<file path="config.mk">
export PLATFORM = sky130hd
export DESIGN_NAME = enigma_group_tx_flat
export DESIGN_NICKNAME = d
export VERILOG_FILES = /design/src/rtl/enigma_pkg.sv /design/src/rtl/enigma_group_tx_if.sv /design/src/rtl/enigma_byte_fifo.sv /design/src/rtl/enigma_group_tx.sv /design/src/flat_wrapper.sv
export SDC_FILE = /design/constraint.sdc
export NUM_CORES = 1
export LEC_CHECK = 0
export ABC_AREA = 1
export CELL_PAD_IN_SITES_DETAIL_PLACEMENT = 0
export CELL_PAD_IN_SITES_GLOBAL_PLACEMENT = 2
export CORE_UTILIZATION = 44
export CTS_CLUSTER_DIAMETER = 100
export CTS_CLUSTER_SIZE = 30
export DETAILED_ROUTE_END_ITERATION = 8
export GPL_TIMING_DRIVEN = 0
export PLACE_DENSITY_LB_ADDON = 0.15
export SETUP_SLACK_MARGIN = 0.2
export SLEW_MARGIN = 30
export SYNTH_ARGS = -nofsm -noshare
export SYNTH_HDL_FRONTEND = slang
export SYNTH_SLANG_ARGS = --single-unit
</file>
<file path="constraint.sdc">
create_clock -name i_clock -period 5.3 [get_ports i_clock]
set_clock_uncertainty 0.1 [all_clocks]
set_input_delay 1.325 -clock i_clock [delete_from_list [all_inputs] [get_ports i_clock]]
set_output_delay 1.325 -clock i_clock [all_outputs]
set_load 0.02 [all_outputs]
</file>
<file path="src/rtl/enigma_pkg.sv">
// Shared constants and types for the Enigma group transmitter.
// ASCII codes, tx FSM state enum and a letter classifier.
package enigma_pkg;

    localparam logic [7:0] ASCII_A  = 8'h41;
    localparam logic [7:0] ASCII_Z  = 8'h5A;
    localparam logic [7:0] ASCII_SP = 8'h20;
    localparam logic [7:0] ASCII_CR = 8'h0D;
    localparam logic [7:0] ASCII_LF = 8'h0A;

    typedef enum logic [2:0] {
        IDLE,
        START,
        DATA,
        STOP,
        CRLF_LF
    } tx_state_t;

    function automatic logic is_letter(input logic [7:0] b);
        return (b >= ASCII_A) && (b <= ASCII_Z);
    endfunction

endpackage

</file>
<file path="src/rtl/enigma_group_tx_if.sv">
// Byte stream from the cipher core into the group transmitter.
// Strobe-only: no backpressure signal exists.
interface enigma_group_tx_if;

    logic [7:0] i_data;
    logic       i_valid;

    modport master (
        output i_data,
        output i_valid
    );

    modport slave (
        input i_data,
        input i_valid
    );

endinterface

</file>
<file path="src/rtl/enigma_byte_fifo.sv">
// Synchronous FIFO with registered occupancy and first-word read.
// A write into a full FIFO succeeds only if a read happens the same cycle.
module enigma_byte_fifo #(
    parameter int DEPTH = 16,
    parameter int WIDTH = 8,
    localparam int AW = (DEPTH < 2) ? 1 : $clog2(DEPTH),
    localparam int LW = $clog2(DEPTH + 1)
) (
    input  logic             i_clock,
    input  logic             reset,
    input  logic             wr_en,
    input  logic [WIDTH-1:0] wr_data,
    output logic             wr_ok,
    input  logic             rd_en,
    output logic [WIDTH-1:0] rd_data,
    output logic             full,
    output logic             empty,
    output logic [LW-1:0]    level
);

    logic [WIDTH-1:0] mem [DEPTH];
    logic [AW-1:0]    wr_ptr;
    logic [AW-1:0]    rd_ptr;
    logic             rd_ok;

    assign full    = (level == LW'(DEPTH));
    assign empty   = (level == '0);
    assign rd_ok   = rd_en && !empty;
    assign wr_ok   = wr_en && (!full || rd_ok);
    assign rd_data = mem[rd_ptr];

    // Storage array; no reset needed since level gates every read.
    always_ff @(posedge i_clock) begin
        if (wr_ok) begin
            mem[wr_ptr] <= wr_data;
        end
    end

    // Pointers and occupancy; power-of-two depth lets pointers wrap freely.
    always_ff @(posedge i_clock or negedge reset) begin
        if (!reset) begin
            wr_ptr <= '0;
            rd_ptr <= '0;
            level  <= '0;
        end else begin
            if (wr_ok) begin
                wr_ptr <= wr_ptr + 1'b1;
            end
            if (rd_ok) begin
                rd_ptr <= rd_ptr + 1'b1;
            end
            level <= level + LW'(wr_ok) - LW'(rd_ok);
        end
    end

endmodule

</file>
<file path="src/rtl/enigma_group_tx.sv">
// Formats enciphered letters into 5-letter groups with lazy separators
// and optional CR/LF line breaks, then sends them as 8N1 UART.
module enigma_group_tx
    import enigma_pkg::*;
#(
    parameter int CLKS_PER_BIT = 868,
    parameter int FIFO_DEPTH   = 16,
    parameter int GROUP_LEN    = 5,
    parameter int LINE_GROUPS  = 10,
    localparam int LVW = $clog2(FIFO_DEPTH + 1)
) (
    input  logic               i_clock,
    input  logic               reset,
    enigma_group_tx_if.slave   cipher,
    output logic               o_tx,
    output logic               o_busy,
    output logic               o_overflow,
    output logic [LVW-1:0]     o_fifo_level
);

    localparam int BW = $clog2(CLKS_PER_BIT);
    localparam int CW = $clog2(GROUP_LEN + 1);
    localparam int GW = (LINE_GROUPS < 3) ? 1 : $clog2(LINE_GROUPS);

    localparam logic [BW-1:0] BAUD_LAST = BW'(CLKS_PER_BIT - 1);
    localparam logic [CW-1:0] GRP_FULL  = CW'(GROUP_LEN);
    localparam logic [GW-1:0] LINE_LAST =
        GW'((LINE_GROUPS > 0) ? LINE_GROUPS - 1 : 0);

    tx_state_t       state;
    logic [BW-1:0]   baud;
    logic [2:0]      bit_idx;
    logic [7:0]      shreg;
    logic [CW-1:0]   letter_cnt;
    logic [GW-1:0]   group_cnt;
    logic            sent_cr;

    logic            push_req;
    logic            fifo_wr_ok;
    logic [7:0]      fifo_rd_data;
    logic            fifo_full;
    logic            fifo_empty;
    logic [LVW-1:0]  level_nx;

    logic            fire;
    logic            grp_done;
    logic            line_open;
    logic            sel_letter;
    logic            sel_sp;
    logic            sel_cr;
    logic            pop;
    logic [7:0]      load_byte;
    logic            baud_done;
    logic            active_nx;

    assign push_req  = cipher.i_valid && is_letter(cipher.i_data);
    assign baud_done = (baud == BAUD_LAST);
    assign pop       = sel_letter;
    assign level_nx  = o_fifo_level + LVW'(fifo_wr_ok) - LVW'(pop);

    enigma_byte_fifo #(
        .DEPTH (FIFO_DEPTH),
        .WIDTH (8)
    ) u_fifo (
        .i_clock (i_clock),
        .reset   (reset),
        .wr_en   (push_req),
        .wr_data (cipher.i_data),
        .wr_ok   (fifo_wr_ok),
        .rd_en   (pop),
        .rd_data (fifo_rd_data),
        .full    (fifo_full),
        .empty   (fifo_empty),
        .level   (o_fifo_level)
    );

    // Pick the next byte; separators wait until a letter is queued.
    always_comb begin
        fire       = (state == IDLE) && !fifo_empty;
        grp_done   = (letter_cnt == GRP_FULL);
        line_open  = (LINE_GROUPS == 0) || (group_cnt != LINE_LAST);
        sel_letter = fire && !grp_done;
        sel_sp     = fire && grp_done && line_open;
        sel_cr     = fire && grp_done && !line_open;
        load_byte  = fifo_rd_data;
        if (sel_sp) begin
            load_byte = ASCII_SP;
        end else if (sel_cr) begin
            load_byte = ASCII_CR;
        end
    end

    // Whether the FSM will be outside IDLE after this edge.
    always_comb begin
        active_nx = 1'b1;
        case (state)
            IDLE:    active_nx = fire;
            STOP:    active_nx = !baud_done || sent_cr;
            default: active_nx = 1'b1;
        endcase
    end

    // Busy reflects the post-edge FSM state and FIFO occupancy.
    always_ff @(posedge i_clock or negedge reset) begin
        if (!reset) begin
            o_busy <= 1'b0;
        end else begin
            o_busy <= active_nx || (level_nx != '0);
        end
    end

    // Sticky flag for a letter lost to a full FIFO.
    always_ff @(posedge i_clock or negedge reset) begin
        if (!reset) begin
            o_overflow <= 1'b0;
        end else if (push_req && fifo_full && !pop) begin
            o_overflow <= 1'b1;
        end
    end

    // UART framing FSM with group/line counters and registered line.
    always_ff @(posedge i_clock or negedge reset) begin
        if (!reset) begin
            state      <= IDLE;
            o_tx       <= 1'b1;
            baud       <= '0;
            bit_idx    <= '0;
            shreg      <= '0;
            letter_cnt <= '0;
            group_cnt  <= '0;
            sent_cr    <= 1'b0;
        end else begin
            unique case (state)
                IDLE: begin
                    o_tx <= 1'b1;
                    baud <= '0;
                    if (fire) begin
                        shreg   <= load_byte;
                        o_tx    <= 1'b0;
                        state   <= START;
                        sent_cr <= sel_cr;
                        if (sel_letter) begin
                            letter_cnt <= letter_cnt + 1'b1;
                        end else begin
                            letter_cnt <= '0;
                        end
                        if (sel_sp) begin
                            group_cnt <= group_cnt + 1'b1;
                        end else if (sel_cr) begin
                            group_cnt <= '0;
                        end
                    end
                end
                START: begin
                    if (baud_done) begin
                        baud    <= '0;
                        bit_idx <= '0;
                        state   <= DATA;
                        o_tx    <= shreg[0];
                    end else begin
                        baud <= baud + 1'b1;
                    end
                end
                DATA: begin
                    if (baud_done) begin
                        baud <= '0;
                        if (bit_idx == 3'd7) begin
                            state <= STOP;
                            o_tx  <= 1'b1;
                        end else begin
                            bit_idx <= bit_idx + 1'b1;
                            shreg   <= {1'b0, shreg[7:1]};
                            o_tx    <= shreg[1];
                        end
                    end else begin
                        baud <= baud + 1'b1;
                    end
                end
                STOP: begin
                    o_tx <= 1'b1;
                    if (baud_done) begin
                        baud    <= '0;
                        sent_cr <= 1'b0;
                        if (sent_cr) begin
                            state <= CRLF_LF;
                        end else begin
                            state <= IDLE;
                        end
                    end else begin
                        baud <= baud + 1'b1;
                    end
                end
                CRLF_LF: begin
                    shreg <= ASCII_LF;
                    baud  <= '0;
                    o_tx  <= 1'b0;
                    state <= START;
                end
                default: begin
                    state <= IDLE;
                    o_tx  <= 1'b1;
                end
            endcase
        end
    end

endmodule

</file>
<file path="src/flat_wrapper.sv">
// flat-port wrapper written by rule: the top's interface ports become plain ports
module enigma_group_tx_flat import enigma_pkg::*;
#(
    parameter int CLKS_PER_BIT = 868,
    parameter int FIFO_DEPTH   = 16,
    parameter int GROUP_LEN    = 5,
    parameter int LINE_GROUPS  = 10,
    localparam int LVW = $clog2(FIFO_DEPTH + 1)
)
  (i_clock, reset, o_tx, o_busy, o_overflow, o_fifo_level, cipher_i_data, cipher_i_valid);
  enigma_group_tx_if cipher_i ();
  input  logic i_clock;
  input  logic reset;
  output logic o_tx;
  output logic o_busy;
  output logic o_overflow;
  output logic [LVW-1:0] o_fifo_level;
  input wire logic [$bits(cipher_i.i_data)-1:0] cipher_i_data;
  input wire logic [$bits(cipher_i.i_valid)-1:0] cipher_i_valid;
  assign cipher_i.i_data = cipher_i_data;
  assign cipher_i.i_valid = cipher_i_valid;
  enigma_group_tx #(.CLKS_PER_BIT(CLKS_PER_BIT), .FIFO_DEPTH(FIFO_DEPTH), .GROUP_LEN(GROUP_LEN), .LINE_GROUPS(LINE_GROUPS)) u_core (.i_clock(i_clock), .reset(reset), .cipher(cipher_i), .o_tx(o_tx), .o_busy(o_busy), .o_overflow(o_overflow), .o_fifo_level(o_fifo_level));
endmodule
</file>
==> impl_metrics.ini <==
[run_status]
run_status = complete, no violations

[worst_setup_path]
timing.critical_path.required_ps = 5250
setup.worst_path.class = in2reg
cp_cell_sequence = clkdlybuf4s50_1, nor2_1, nand2_1, nand2_1, nor2_1, nand2_4, inv_8, nand2_4, nor2_1
cp_max_delay_cell = sky130_fd_sc_hd__clkdlybuf4s50_1
r2r.worst_path.cells = 11
worst_ep_arrival_time_ps = 4000
critical_path.endpoint_type = flop
critical_path.top_delay_family = simple AND/OR/NAND/NOR gates
critical_path_maximum_fanout = 18
rr_endpoint = u_core.u_fifo.mem[3][2]$_DFFE_PP_
timing.critical_path.slowest_cell_delay_ps = 970
reg2reg_setup_slack_ps = 2540
worstPathBufferInverterCount = 2
timing.critical_path.from_type = primary input
worst_flop_to_flop_path_startpoint = u_core.state[1]$_DFFE_PN0P_
timing.critical_path.mode_cell = sky130_fd_sc_hd__nor2_1

[cts]
ctsLongestPathBuffers = 2
cts.hold.buffers_added = 0
clkSlewWorstSetupHoldPaths_ps = 70
tritoncts = built
cts_post_setup_buffers_inserted = 0
tritoncts.num_buffers = 17
clk-insertion-delay-late_ps = 430
cts_root_buffer = sky130_fd_sc_hd__clkbuf_16
ctsHtreeMaxLevel = 4
postCtsResizedCells = 0
clock_sink_count = 176

[floorplanning]
placement_rows = 48
ioPinCount = 19
dieArea_um2 = 18700
die_span_in_y_um = 137
initial_utilization_pct = 45.6
floorplan.core_area_um2 = 17500
fp.dieW_um = 137

[logic_synthesis]
synth-async-reset-ratio_pct = 27.3
synth_fp_nets = 804
synthCells = 776
netlist.top_cell.by_area = sky130_fd_sc_hd__edfxtp_1
netlist-cell-type-count = 41
synth-seq-area-share_pct = 63.1
ys_dominant_reg_cell = sky130_fd_sc_hd__edfxtp_1
number_of_synthesized_flops_with_an_enable_pin = 128
synth.cell_area_um2 = 8000
avgSynthCellArea_um2 = 10.3
post-synth-top-count-cell = sky130_fd_sc_hd__nand2_1
synth_common_cells = 199 x sky130_fd_sc_hd__nand2_1, 128 x sky130_fd_sc_hd__edfxtp_1, 93 x sky130_fd_sc_hd__nand3_1
yosysTopAreaCellShare_pct = 48.0
ys.warnings.count = 0
synth_seq_cells = 176
ys_top_cells_by_area = sky130_fd_sc_hd__edfxtp_1 48%, sky130_fd_sc_hd__dfrtp_1 15%, sky130_fd_sc_hd__nand2_1 9.3%

[pwr]
total_leakage_power_nw = 3.78
vdd.ir_drop.worst_v = 0.000241
fin_total_pwr_w = 0.00313
pwr_density_cell_nw_per_um2 = 344

[cells_and_area]
nets = 842
fin_cells = 1052
area_growth_pct = 13.7
final_core_utilization_pct = 51.9
num_antenna_cells = 0
final_layout_size_suffix_gt1_share_pct = 9.92

[flow_run]
max_cap_violations = 0

[min_path]
hold-path-endpoint = u_core.o_overflow$_DFFE_PN0P_
min_from = u_core.o_overflow$_DFFE_PN0P_
min_path_cells = 1
min_path_type = reg2reg

[timing]
tightest_slew_ps = 1020
fmax_ghz = 0.247
post-route-period-util_pct = 76.4
final_critical_path_setup_slack_ps = 1250
timing.final.crit_period_ps = 4050
timing_hold_violations_final = 0
timing.slew.headroom_pct = 31.4
drv_slew = 0
unrepaired_setup_endpoints_after_global_routing = false
final-setup-viol-count = 0
final.setup.tns_ps = 0

[place]
placed_cells = 1020
place.port_buffers = 18
hpwlAfterDp_um = 13000
dpl_worst_slack_ps = 717
gp_routability_congestion = 0.797

[global_route]
gr-usage-met1_pct = 30.4
groute.layer.met3.usage_pct = 4.93
antenna_found_initial = 0
globalRouteTotalUtil_pct = 21.7
use_met2_pct = 33.9
grt_start_max_net_pins = 42
first_global_vias = 5329
first_pass_grt_wire_length_um = 29300
gr-total-overflow = 0
grt_busiest_layer = met2

[drt]
vias = 5488
drt-vias-per-instance = 5.22
detail_route.drc_violations = 0
drt-total-wl_um = 18700
post_drt_wl_per_cell_um = 17.7
detailedRoute.firstIterationViolations = 336
detail_route.first_pass.iterations = 5
ant_nets = 0
## worst max-delay path by stage
stage / from / to / slack, ps / cells past startpoint
global route: cipher_i_data[2] / u_core.o_busy$_DFF_PN0_ / 1070 / 13
finish: cipher_i_data[2] / u_core.u_fifo.mem[3][2]$_DFFE_PP_ / 1250 / 9
CTS: cipher_i_data[2] / u_core.u_fifo.mem[2][2]$_DFFE_PP_ / 1170 / 9
floorplan: cipher_i_data[7] / u_core.u_fifo.level[4]$_DFF_PN0_ / 2220 / 12
detailed placement: cipher_i_data[2] / u_core.u_fifo.mem[2][2]$_DFFE_PP_ / 720 / 9
global placement: cipher_i_data[2] / u_core.u_fifo.mem[2][2]$_DFFE_PP_ / 790 / 9
## cells in the final DEF, fill, tap and decap left out, types with 12 or more instances in the layout
cell,count
sky130_fd_sc_hd__ha_1,17
sky130_fd_sc_hd__clkdlybuf4s50_1,17
sky130_fd_sc_hd__dfrtp_1,47
sky130_fd_sc_hd__nand2_1,199
sky130_fd_sc_hd__xor2_1,12
sky130_fd_sc_hd__buf_2,14
sky130_fd_sc_hd__edfxtp_1,128
sky130_fd_sc_hd__nor2_1,52
sky130_fd_sc_hd__inv_1,75
sky130_fd_sc_hd__clkbuf_16,17
sky130_fd_sc_hd__o21ai_0,23
sky130_fd_sc_hd__nand3_1,93
sky130_fd_sc_hd__a21oi_1,34
## layout make-up
cell class                 count  area, um2
fill                        1584       8440
multi-input combinational    494       2530
tap                          225        282
timing repair buffer          19        198
buffer                        24        108
sequential                   176       5050
inverter                      82        318
clock buffer                  17        425
clock inverter                15        188
## per-stage QoR
step           hold slack (ps)  cell area, um2
2_1_floorplan              342            8000
6_report                   377            9100
3_5_place_dp               353            8480
4_1_cts                    381            9090
5_1_grt                    415            9100
3_3_place_gp               356            8460
## cells by family after synthesis
logic type,synth area share (%)
compound gates,5.76
xor+xnor,1.64
fa+ha+maj,2.66
buf+inv,5.32
flops,63.1
mux,0.125
simple gates,21.4
## flip-flops by register name, indices dropped and copies added (netlist names)
| register | cells |
|---|---|
| u_core.shreg | 8 |
| u_core.o_tx | 1 |
| u_core.u_fifo.mem | 128 |
| u_core.u_fifo.level | 5 |
| u_core.u_fifo.rd_ptr | 4 |
| u_core.state | 3 |
| u_core.letter_cnt | 3 |
| u_core.sent_cr | 1 |
| u_core.o_busy | 1 |
| u_core.group_cnt | 4 |
| u_core.u_fifo.wr_ptr | 4 |
| u_core.bit_idx | 3 |
| u_core.baud | 10 |
| u_core.o_overflow | 1 |
## where the power goes
part           internal, W  switching, W
Clock             0.000683      0.000611
Combinational    0.0000971      0.000173
Sequential         0.00153     0.0000372
Total              0.00231      0.000821
## layer usage
metal	up-vias	routed length, um
met5	-	0
met4	0	258
met3	18	846
met2	106	8620
met1	2671	8940
li1	2693	-
Note: power is estimated with default switching activity, not from simulation.
